$ cat src/rtl/phy_tx.sv
// -----------------------------------------------------------------------------
// phy_tx -- transmit-side PHY for the two-lane serial link.
//
// This block takes 32-bit words on a valid/ready handshake and splits each word
// into bytes. Lane 0 carries bytes [31:24] and then [15:8]. Lane 1 carries bytes
// [23:16] and then [7:0]. Each lane sends its bytes MSB-first, one bit per
// clk_32f cycle.
//
// After reset, both lanes send a training burst of SYNC_BYTES comma bytes
// (0xBC) each. The receiver aligns to this burst. After training, a word slot
// with no data to send carries idle bytes (0x7C).
//
// Optional feature (compile-time macro PHY_TX_RESYNC_EN):
//   After every RESYNC_PERIOD ACTIVE word slots, the next slot is a forced
//   comma slot. Both lanes send 0xBC for the whole slot. The held word stays in
//   place during that slot.
//
// Parameters:
//   SYNC_BYTES    : comma bytes per lane after reset (even, 2..254)
//   RESYNC_PERIOD : word slots between forced comma slots (1..255)
//
// Ports:
//   clk_32f    in   bit clock; every state change happens on its rising edge
//   reset      in   synchronous, active-high
//   data_in    in   32-bit word to transmit
//   valid_in   in   data_in is valid
//   ready_out  out  a word can be accepted this cycle
//   data_out_0 out  serial lane 0
//   data_out_1 out  serial lane 1
//   active_out out  training is finished; the lanes carry data or idle
// -----------------------------------------------------------------------------
module phy_tx #(
    parameter int SYNC_BYTES    = 8,
    parameter int RESYNC_PERIOD = 64
) (
    input  logic        clk_32f,
    input  logic        reset,
    input  logic [31:0] data_in,
    input  logic        valid_in,
    output logic        ready_out,
    output logic        data_out_0,
    output logic        data_out_1,
    output logic        active_out
);

    typedef enum logic {
        SYNC   = 1'b0,
        ACTIVE = 1'b1
    } state_t;

    localparam logic [7:0] COMMA     = 8'hBC;
    localparam logic [7:0] IDLE      = 8'h7C;
    localparam logic [7:0] SYNC_LAST = 8'(SYNC_BYTES);

    // Reject parameter values outside the supported ranges when the design is
    // elaborated.
    if (SYNC_BYTES < 2 || SYNC_BYTES > 254 || (SYNC_BYTES % 2) != 0 ||
        RESYNC_PERIOD < 1 || RESYNC_PERIOD > 255) begin : g_param_check
        $error("phy_tx: SYNC_BYTES or RESYNC_PERIOD out of range");
    end

    state_t      state_reg;
    logic [3:0]  cnt_reg;
    logic [7:0]  sync_cnt_reg;
    logic [7:0]  sh_reg [2];     // index 0 = lane 0, index 1 = lane 1
    logic [15:0] lo_reg;
    logic [31:0] hold_reg;
    logic        hold_v_reg;

    logic        word_edge;
    logic        mid_edge;
    logic        sync_edge;
    logic        forced_comma;
    logic        load_now;
    logic        accept;
    logic [1:0]  lane_bits;

    // Word-load boundary. This includes the final training boundary, because
    // the transition to ACTIVE also performs the first word load.
    assign word_edge = (cnt_reg == 4'd15) &&
                       ((state_reg == ACTIVE) || (sync_cnt_reg == SYNC_LAST));
    assign mid_edge  = (cnt_reg == 4'd7) && (state_reg == ACTIVE);
    assign sync_edge = (state_reg == SYNC) && !word_edge &&
                       ((cnt_reg == 4'd7) || (cnt_reg == 4'd15));

`ifdef PHY_TX_RESYNC_EN
    localparam logic [7:0] RESYNC_LAST = 8'(RESYNC_PERIOD);

    // Counts the word slots loaded since the last forced comma slot.
    logic [7:0] slot_cnt_reg;

    assign forced_comma = (slot_cnt_reg == RESYNC_LAST);

    always_ff @(posedge clk_32f) begin
        if (reset) begin
            slot_cnt_reg <= 8'd0;
        end else if (word_edge) begin
            if (forced_comma) begin
                slot_cnt_reg <= 8'd0;
            end else begin
                slot_cnt_reg <= slot_cnt_reg + 8'd1;
            end
        end
    end
`else
    assign forced_comma = 1'b0;
`endif

    assign load_now  = word_edge && hold_v_reg && !forced_comma;
    assign ready_out = !reset && (!hold_v_reg || load_now);
    assign accept    = valid_in && ready_out;

    always_ff @(posedge clk_32f) begin
        if (reset) begin
            state_reg    <= SYNC;
            cnt_reg      <= 4'd15;
            sync_cnt_reg <= 8'd0;
            sh_reg[0]    <= 8'd0;
            sh_reg[1]    <= 8'd0;
            lo_reg       <= 16'd0;
            hold_v_reg   <= 1'b0;
        end else begin
            cnt_reg <= cnt_reg + 4'd1;

            // If a word is loaded and another is accepted on the same edge, the
            // old word goes to the lanes and the new word takes its place in
            // hold. No slot is left empty.
            if (accept) begin
                hold_reg   <= data_in;
                hold_v_reg <= 1'b1;
            end else if (load_now) begin
                hold_v_reg <= 1'b0;
            end

            if (word_edge) begin
                state_reg <= ACTIVE;
                if (forced_comma) begin
                    sh_reg[0] <= COMMA;
                    sh_reg[1] <= COMMA;
                    lo_reg    <= {COMMA, COMMA};
                end else if (hold_v_reg) begin
                    sh_reg[0] <= hold_reg[31:24];
                    sh_reg[1] <= hold_reg[23:16];
                    lo_reg    <= hold_reg[15:0];
                end else begin
                    sh_reg[0] <= IDLE;
                    sh_reg[1] <= IDLE;
                    lo_reg    <= {IDLE, IDLE};
                end
            end else if (mid_edge) begin
                sh_reg[0] <= lo_reg[15:8];
                sh_reg[1] <= lo_reg[7:0];
            end else if (sync_edge) begin
                sh_reg[0]    <= COMMA;
                sh_reg[1]    <= COMMA;
                sync_cnt_reg <= sync_cnt_reg + 8'd1;
            end else begin
                for (int i = 0; i < 2; i++) begin
                    sh_reg[i] <= {sh_reg[i][6:0], 1'b0};
                end
            end
        end
    end

    // Each lane transmits the MSB of its shift register.
    for (genvar gi = 0; gi < 2; gi++) begin : g_lane
        assign lane_bits[gi] = sh_reg[gi][7];
    end

    assign data_out_0 = lane_bits[0];
    assign data_out_1 = lane_bits[1];
    assign active_out = (state_reg == ACTIVE);

endmodule

$ cat config.mk
export PLATFORM = sky130hd
export DESIGN_NAME = phy_tx
export DESIGN_NICKNAME = d
export VERILOG_FILES = /design/src/rtl/phy_tx.sv
export SDC_FILE = /design/constraint.sdc
export NUM_CORES = 1
export LEC_CHECK = 0
export ABC_AREA = 0
export BUFFER_PORTS_ARGS = -buffer_cell sky130_fd_sc_hd__buf_2
export CAP_MARGIN = 10
export CORE_MARGIN = 1
export CORE_UTILIZATION = 60
export CTS_BUF_LIST = sky130_fd_sc_hd__clkbuf_8
export DETAILED_ROUTE_END_ITERATION = 16
export PLACE_DENSITY = 0.82
export SLEW_MARGIN = 20
export SYNTH_ARGS = -nofsm -noshare
export SYNTH_HDL_FRONTEND = slang
export SYNTH_SLANG_ARGS = --single-unit
$ cat constraint.sdc
create_clock -name clk_32f -period 4.05 [get_ports clk_32f]
set_input_delay 0.405 -clock clk_32f [delete_from_list [all_inputs] [get_ports clk_32f]]
set_output_delay 0.405 -clock clk_32f [all_outputs]
set_load 0.05 [all_outputs]
==> results of run 1 <==
-- kinds of logic after synthesis --
kind of cell,Yosys count
compound gates,71
flops,78
mux,1
other cells,1
fa+ha+maj,3
xor+xnor,4
simple gates,94
buf+inv,20
-- how the worst min path moves through the flow --
stage                     start           end  slack, ns  depth (start not counted)
floorplan            cnt_reg[0]    cnt_reg[0]       0.39                          1
global placement     cnt_reg[0]    cnt_reg[0]       0.40                          1
detailed placement   cnt_reg[0]    cnt_reg[0]       0.40                          1
CTS                 data_in[21]  hold_reg[21]       0.22                          1
global route        data_in[21]  hold_reg[21]       0.21                          1
finish              data_in[21]  hold_reg[21]       0.23                          1
-- per-stage QoR --
stage | setup slack (ns) | instance area, um^2 | hold WS, ns
global placement | 1.271 | 3556 | 0.3999
CTS | 0.9725 | 3755 | 0.2165
floorplan | 0.6867 | 3331 | 0.3879
global route | 0.7953 | 3760 | 0.2102
detailed placement | 1.168 | 3556 | 0.4046
finish | 0.9430 | 3760 | 0.2290
-- routing by layer --
metal,vias to the layer above,GRT usage (%)
li1,1127,-
met1,1054,31.55
met2,83,33.73
met3,6,4.894
met4,0,14.61
met5,-,0
-- placed cells by master (no fill, tap or decap), drive strengths merged, types with 2 or more instances in the layout --
cell type  count
a21o           2
a21oi         26
a22o           8
a22oi          4
a32o           2
and3           2
buf           40
clkbuf        11
clkinv         4
conb          16
dfxtp         30
edfxtp        48
ha             3
inv            3
nand2         13
nand2b        14
nand3          3
nand4          8
nor2          10
nor2b         11
nor3          13
nor4b         11
o21ai         10
o22ai          2
o31ai          3
o32a          10
or2            2
or3            2
xnor2          3
-- power groups by stage --
stage / sequential (mW) / combinational, mW / clock, mW
6_report: 0.913 / 0.154 / 0.575
5_1_grt: 0.918 / 0.168 / 0.617
4_1_cts: 0.913 / 0.153 / 0.586
3_5_place_dp: 0.931 / 0.152 / 0
3_3_place_gp: 0.928 / 0.148 / 0
2_1_floorplan: 0.925 / 0.109 / 0
-- final cells by class --
class / count / area (um^2) / share of cell area (%)
clock buffer: 11 / 151.4 / 4.027
clock inverter: 5 / 47.55 / 1.265
inverter: 3 / 11.26 / 0.2995
multi-input combinational: 189 / 1214 / 32.28
sequential: 78 / 2043 / 54.34
tap: 70 / 87.58 / 2.329
timing repair buffer: 40 / 205.2 / 5.458
==> summary.md, run 1 <==
| Metric | Value |
|---|---|
| Final worst-path cycle share | 76.72% |
| Fmax | 321.8 MHz |
| Post-layout util | 72.69% |
| TNS Setup | 0 ns |
| Vias in the first global route | 1,997 |
| Crit-path max cell delay | 0.57 ns |
| Worst slew pin tran | 0.8173 ns |
| Minimum clock period | 3.107 ns |
| Antenna violations before repair | 0 |
| Synth area leader | edfxtp_1 |
| Port Buffers | 38 |
| Initial core utilization | 63.30% |
| Crit path depth | 7 |
| Leakage power | 1.330 nW |
| Routed Antenna Nets | 0 |
| Setup Fix Bufs, Post-CTS | 0 |
| Status | complete, no violations |
| Post-Route WL | 6219 um |
| R2R Setup Slk | 1.10 ns |
| Fill count | 379 |
| CP delay by family, top | compound AO/OA/AOI/OAI gates |
| Number of buffers inserted by hold repair at cts | 0 |
| Ys async rst share | 0% |
| Worst setup path end | ready_out |
| Unrepaired setup endpoints after global routing | false |
| Fin. max-slew vios | 0 |
| Worst Reg-to-Reg Cells | 7 |
| Peak VDD IR | 0.2973 mV |
| Buf+Inv Stages, Crit Path | 2 |
| RePlAce Congestion | 0.7827 |
| Post-synthesis mux area share | 0.3057% |
| Synthesized netlist cell count | 272 |
| Tot Pwr | 1.642 mW |
| Clk_skew | 0.01050 ns |
| Clock share of power | 35.0% |
| Top Ports | 39 |
| Final nets | 359 |
| Hold Vio Cnt, Final | 0 |
| Net Switching | 0.3828 mW |
| Post-Synth Simple-Gate Area | 17.27% |
| Worst path required time | 3.64 ns |
| Row Count | 26 |
| Synth top cells by count | edfxtp_1, dfxtp_1, a21oi_1 |
| Synth Flop Type | edfxtp_1 |
| Int Power | 1.259 mW |
| Met3 routed WL | 392 um |
| Met2 routed WL | 2963 um |
| Worst setup path start | sync_cnt_reg[0] |
| Die Ht | 75.88 um |
| Top Layer Used | met4 |
| Resized Gates After CTS | 0 |
| Layout area overhead | 14.83% |
| # diodes | 0 |
| Crit-path slowest cell | a21o_1 |
| Max reg flops | 32 |
| H-tree depth | 3 |
| CTS max path bufs | 2 |
| CTS Sinks | 78 |
| Crit. End Element | output pin |
| Starting DRC count in detailed routing | 165 |
| Share of the synthesized area in the top cell type | 44.02% |
| Cell Area, Synth | 0.003274 mm^2 |
| Startpoint type of the worst setup path | flip-flop |
| Drc violations | 0 |
| Reg-to-Reg Start | sync_cnt_reg[0] |
| Detailed Place HPWL | 4072 um |
| Pin count of the biggest net entering global routing | 44 |
| Synth Area in Compound Gates | 14.98% |
| Netlist cell types | 43 |
| DR vias/cell | 5.732 |
| Yosys warns | 0 |
| Global Route Usage Sum | 23.12% |
| Logic gate share of total power | 9.4% |
| Clock Pin Slew Worst Setup and Hold Paths | 0.08 ns |
| Die area | 0.005757 mm^2 |
| Routed metal-1 wirelength | 2799 um |
| Most numerous cell in the Yosys netlist | edfxtp_1 |
| Post-synth EDFFs | 48 |
| First-pass iteration count of the detailed router | 5 |
| Max Fanout on Critical Path | 20 |
| Power per cell area | 436.7 mW/mm^2 |
| Share of cells above drive strength 1 | 19.33% |
| Crit path arrival time | 2.70 ns |
| Largest family of logic cells by synthesized area | simple AND/OR/NAND/NOR gates |
| XOR/XNOR Fraction of Synth Area | 1.070% |
| Seq/Total Area, Yosys | 62.36% |
| Slew margin rel. | 45.19% |
| First-pass GRT wire length | 9301 um |
| Sw Ratio | 23.32% |
| Hold WC Path Type | primary input to flip-flop |
| Via count | 2,270 |
| Worst-Skew Late Latency | 0.35 ns |
| WL/cell | 15.70 um |
| Crit Path Class | flip-flop to output pin |
| Total core area | 0.005172 mm^2 |
| Clk root buf | clkbuf_8 |
| Adder-cell share of the synthesized area | 1.146% |
| Placed instance count | 380 |
| Worst path cell trace | inv_1, ha_1, nor4b_4, a21o_1, nand2_1, a21oi_1, buf_2 |
| Synth top area cells | edfxtp_1, dfxtp_1, a21oi_1, o32a_1, nand2b_1 |
| Grt total ovfl | 0 |
| CTS tree | built |
| Endpoints failing setup | 0 |
| Part of the power in registers | 55.6% |
| Syn avg cell area | 12.04 um^2 |
| CTS buffer count | 9 |
| Maxcap violations | 0 |
| FF+latch count, synth | 78 |
| RR Endpoint | hold_reg[15] |
| Die W | 75.88 um |
| Layout Cells excl Fill | 396 |
No activity file was read; power rests on OpenSTA's default activity.
==> run 2: changes to the inputs <==
==> constraint.sdc (replaced) <==
create_clock -name clk_32f -period 3.15 [get_ports clk_32f]
set_input_delay 0.315 -clock clk_32f [delete_from_list [all_inputs] [get_ports clk_32f]]
set_output_delay 0.315 -clock clk_32f [all_outputs]
set_load 0.05 [all_outputs]
==> summary.md, run 2 (synthesized netlist as in run 1, its figures left out) <==
| Metric | Value |
|---|---|
| Share of cells above drive strength 1 | 19.70% |
| WHS Endpoint | hold_reg[27] |
| Post-route design area | 0.003771 mm^2 |
| Final nets | 363 |
| Placed instance count | 384 |
| Fmax | 392.8 MHz |
| CTS buffer count | 9 |
| Number of buffers inserted by hold repair at cts | 0 |
| Total core area | 0.005172 mm^2 |
| Starting DRC count in detailed routing | 216 |
| Max Fanout on Critical Path | 20 |
| Clk_skew | 0.006547 ns |
| Worst slew pin tran | 0.7842 ns |
| Crit Path Class | flip-flop to output pin |
| Worst path required time | 2.83 ns |
| Fin. max-slew vios | 0 |
| Post-Route WL | 6303 um |
| Hold wc startpoint | data_in[27] |
| Die area | 0.005757 mm^2 |
| Endpoints failing setup | 0 |
| Post-route worst setup slack | 0.6042 ns |
| Power per cell area | 551.7 mW/mm^2 |
| Detailed Place HPWL | 4108 um |
| Slew margin rel. | 47.40% |
| CTS Sinks | 78 |
| Resized Gates After CTS | 0 |
| Crit path arrival time | 2.23 ns |
| Top Ports | 39 |
| Die Ht | 75.88 um |
| Port Buffers | 38 |
| Area after DPL | 0.003586 mm^2 |
| Hold WC Path Type | primary input to flip-flop |
| CTS tree | built |
| First-pass iteration count of the detailed router | 5 |
| RR Endpoint | hold_reg[14] |
| R2R Setup Slk | 0.85 ns |
| Pin count of the biggest net entering global routing | 36 |
| Status | complete, no violations |
| Antenna violations before repair | 0 |
| Startpoint type of the worst setup path | flip-flop |
| Most frequent cells in the layout | edfxtp_1, buf_2, dfxtp_1, a21oi_1, conb_1 |
| Leakage power | 1.347 nW |
| # diodes | 0 |
| Clock Pin Slew Worst Setup and Hold Paths | 0.08 ns |
| Worst-Skew Late Latency | 0.35 ns |
| Peak VDD IR | 0.3670 mV |
| TNS Setup | 0 ns |
| Layout area overhead | 15.17% |
| Grt total ovfl | 0 |
| Final worst-path cycle share | 80.82% |
| Die W | 75.88 um |
| Routed Antenna Nets | 0 |
| Unrepaired setup endpoints after global routing | false |
| Crit. End Element | output pin |
| Setup Fix Bufs, Post-CTS | 0 |
| Reg-to-Reg Start | cnt_reg[0] |
| Minimum clock period | 2.546 ns |
| DR vias/cell | 5.828 |
| Pre-CTS WS | 0.8798 ns |
| Post-layout util | 72.91% |
| Vias in the first global route | 2,101 |
| Hold Path Stages | 1 |
| H-tree depth | 3 |
| Most common cell after layout, fill and taps aside | edfxtp_1 |
| Hold Vio Cnt, Final | 0 |
| WL/cell | 15.76 um |
| Worst Reg-to-Reg Cells | 6 |
| Via count | 2,331 |
| Clk root buf | clkbuf_8 |
| Maxcap violations | 0 |
| First-pass GRT wire length | 10,040 um |
| Max reg flops | 32 |
| RePlAce Congestion | 0.8090 |
| CTS max path bufs | 2 |
| Layout Cells excl Fill | 400 |
| Row Count | 26 |
| Drc violations | 0 |
| Global Route Usage Sum | 24.75% |
| Initial core utilization | 63.30% |
run 2: cell types whose count changed in the layout (fill, tap and decap cells not counted):
cell and delta:
a21oi_1 +1, a21oi_2 -1, buf_4 +4, clkbuf_8 -2, clkinv_1 -1, clkinv_4 +1
inv_1 +2
run 2: area by class of cell:
class,count,area (um^2)
sequential,78,2043
fill,357,1401
multi-input combinational,189,1210
timing repair buffer,44,235.2
clock buffer,9,123.9
tap,70,87.58
clock inverter,7,60.06
inverter,3,11.26
run 2: critical path, cell delays in order, from the launching register on:
cell,delay [ns]
dfxtp_1,0.36
ha_1,0.29
and3_1,0.18
buf_4,0.23
nand2_1,0.22
a21oi_1,0.29
buf_2,0.31
run 2: routing by layer:
| layer | track usage, % | routed length [um] | vias up |
|---|---|---|---|
| met2 | 36.09 | 2929 | 107 |
| met5 | 0 | 0 | - |
| met4 | 11.11 | 164 | 0 |
| met1 | 33.22 | 2717 | 1081 |
| li1 | - | - | 1130 |
| met3 | 8.995 | 492 | 13 |
run 2: worst max-delay path by stage:
| stage | startpoint | to | slack, ns |
|---|---|---|---|
| floorplan | active_out | hold_reg[0] | 0.49 |
| global placement | cnt_reg[0] | hold_reg[30] | 0.98 |
| detailed placement | cnt_reg[0] | hold_reg[30] | 0.88 |
| CTS | cnt_reg[0] | ready_out | 0.64 |
| global route | cnt_reg[0] | ready_out | 0.49 |
| finish | cnt_reg[0] | ready_out | 0.60 |
run 2: metrics by stage:
stage          hold slack [ns]  total power, mW
6_report                0.1290            2.081
5_1_grt                 0.1140            2.154
4_1_cts                 0.1167            2.093
3_5_place_dp            0.4052            1.395
3_3_place_gp            0.3984            1.389
2_1_floorplan           0.3879            1.329
run 2: power by group:
| group | switching (mW) | internal [mW] | total, mW |
|---|---|---|---|
| sequential | 0.0369 | 1.14 | 1.18 |
| clock | 0.349 | 0.356 | 0.705 |
| combinational | 0.117 | 0.0828 | 0.200 |
| total | 0.504 | 1.58 | 2.08 |
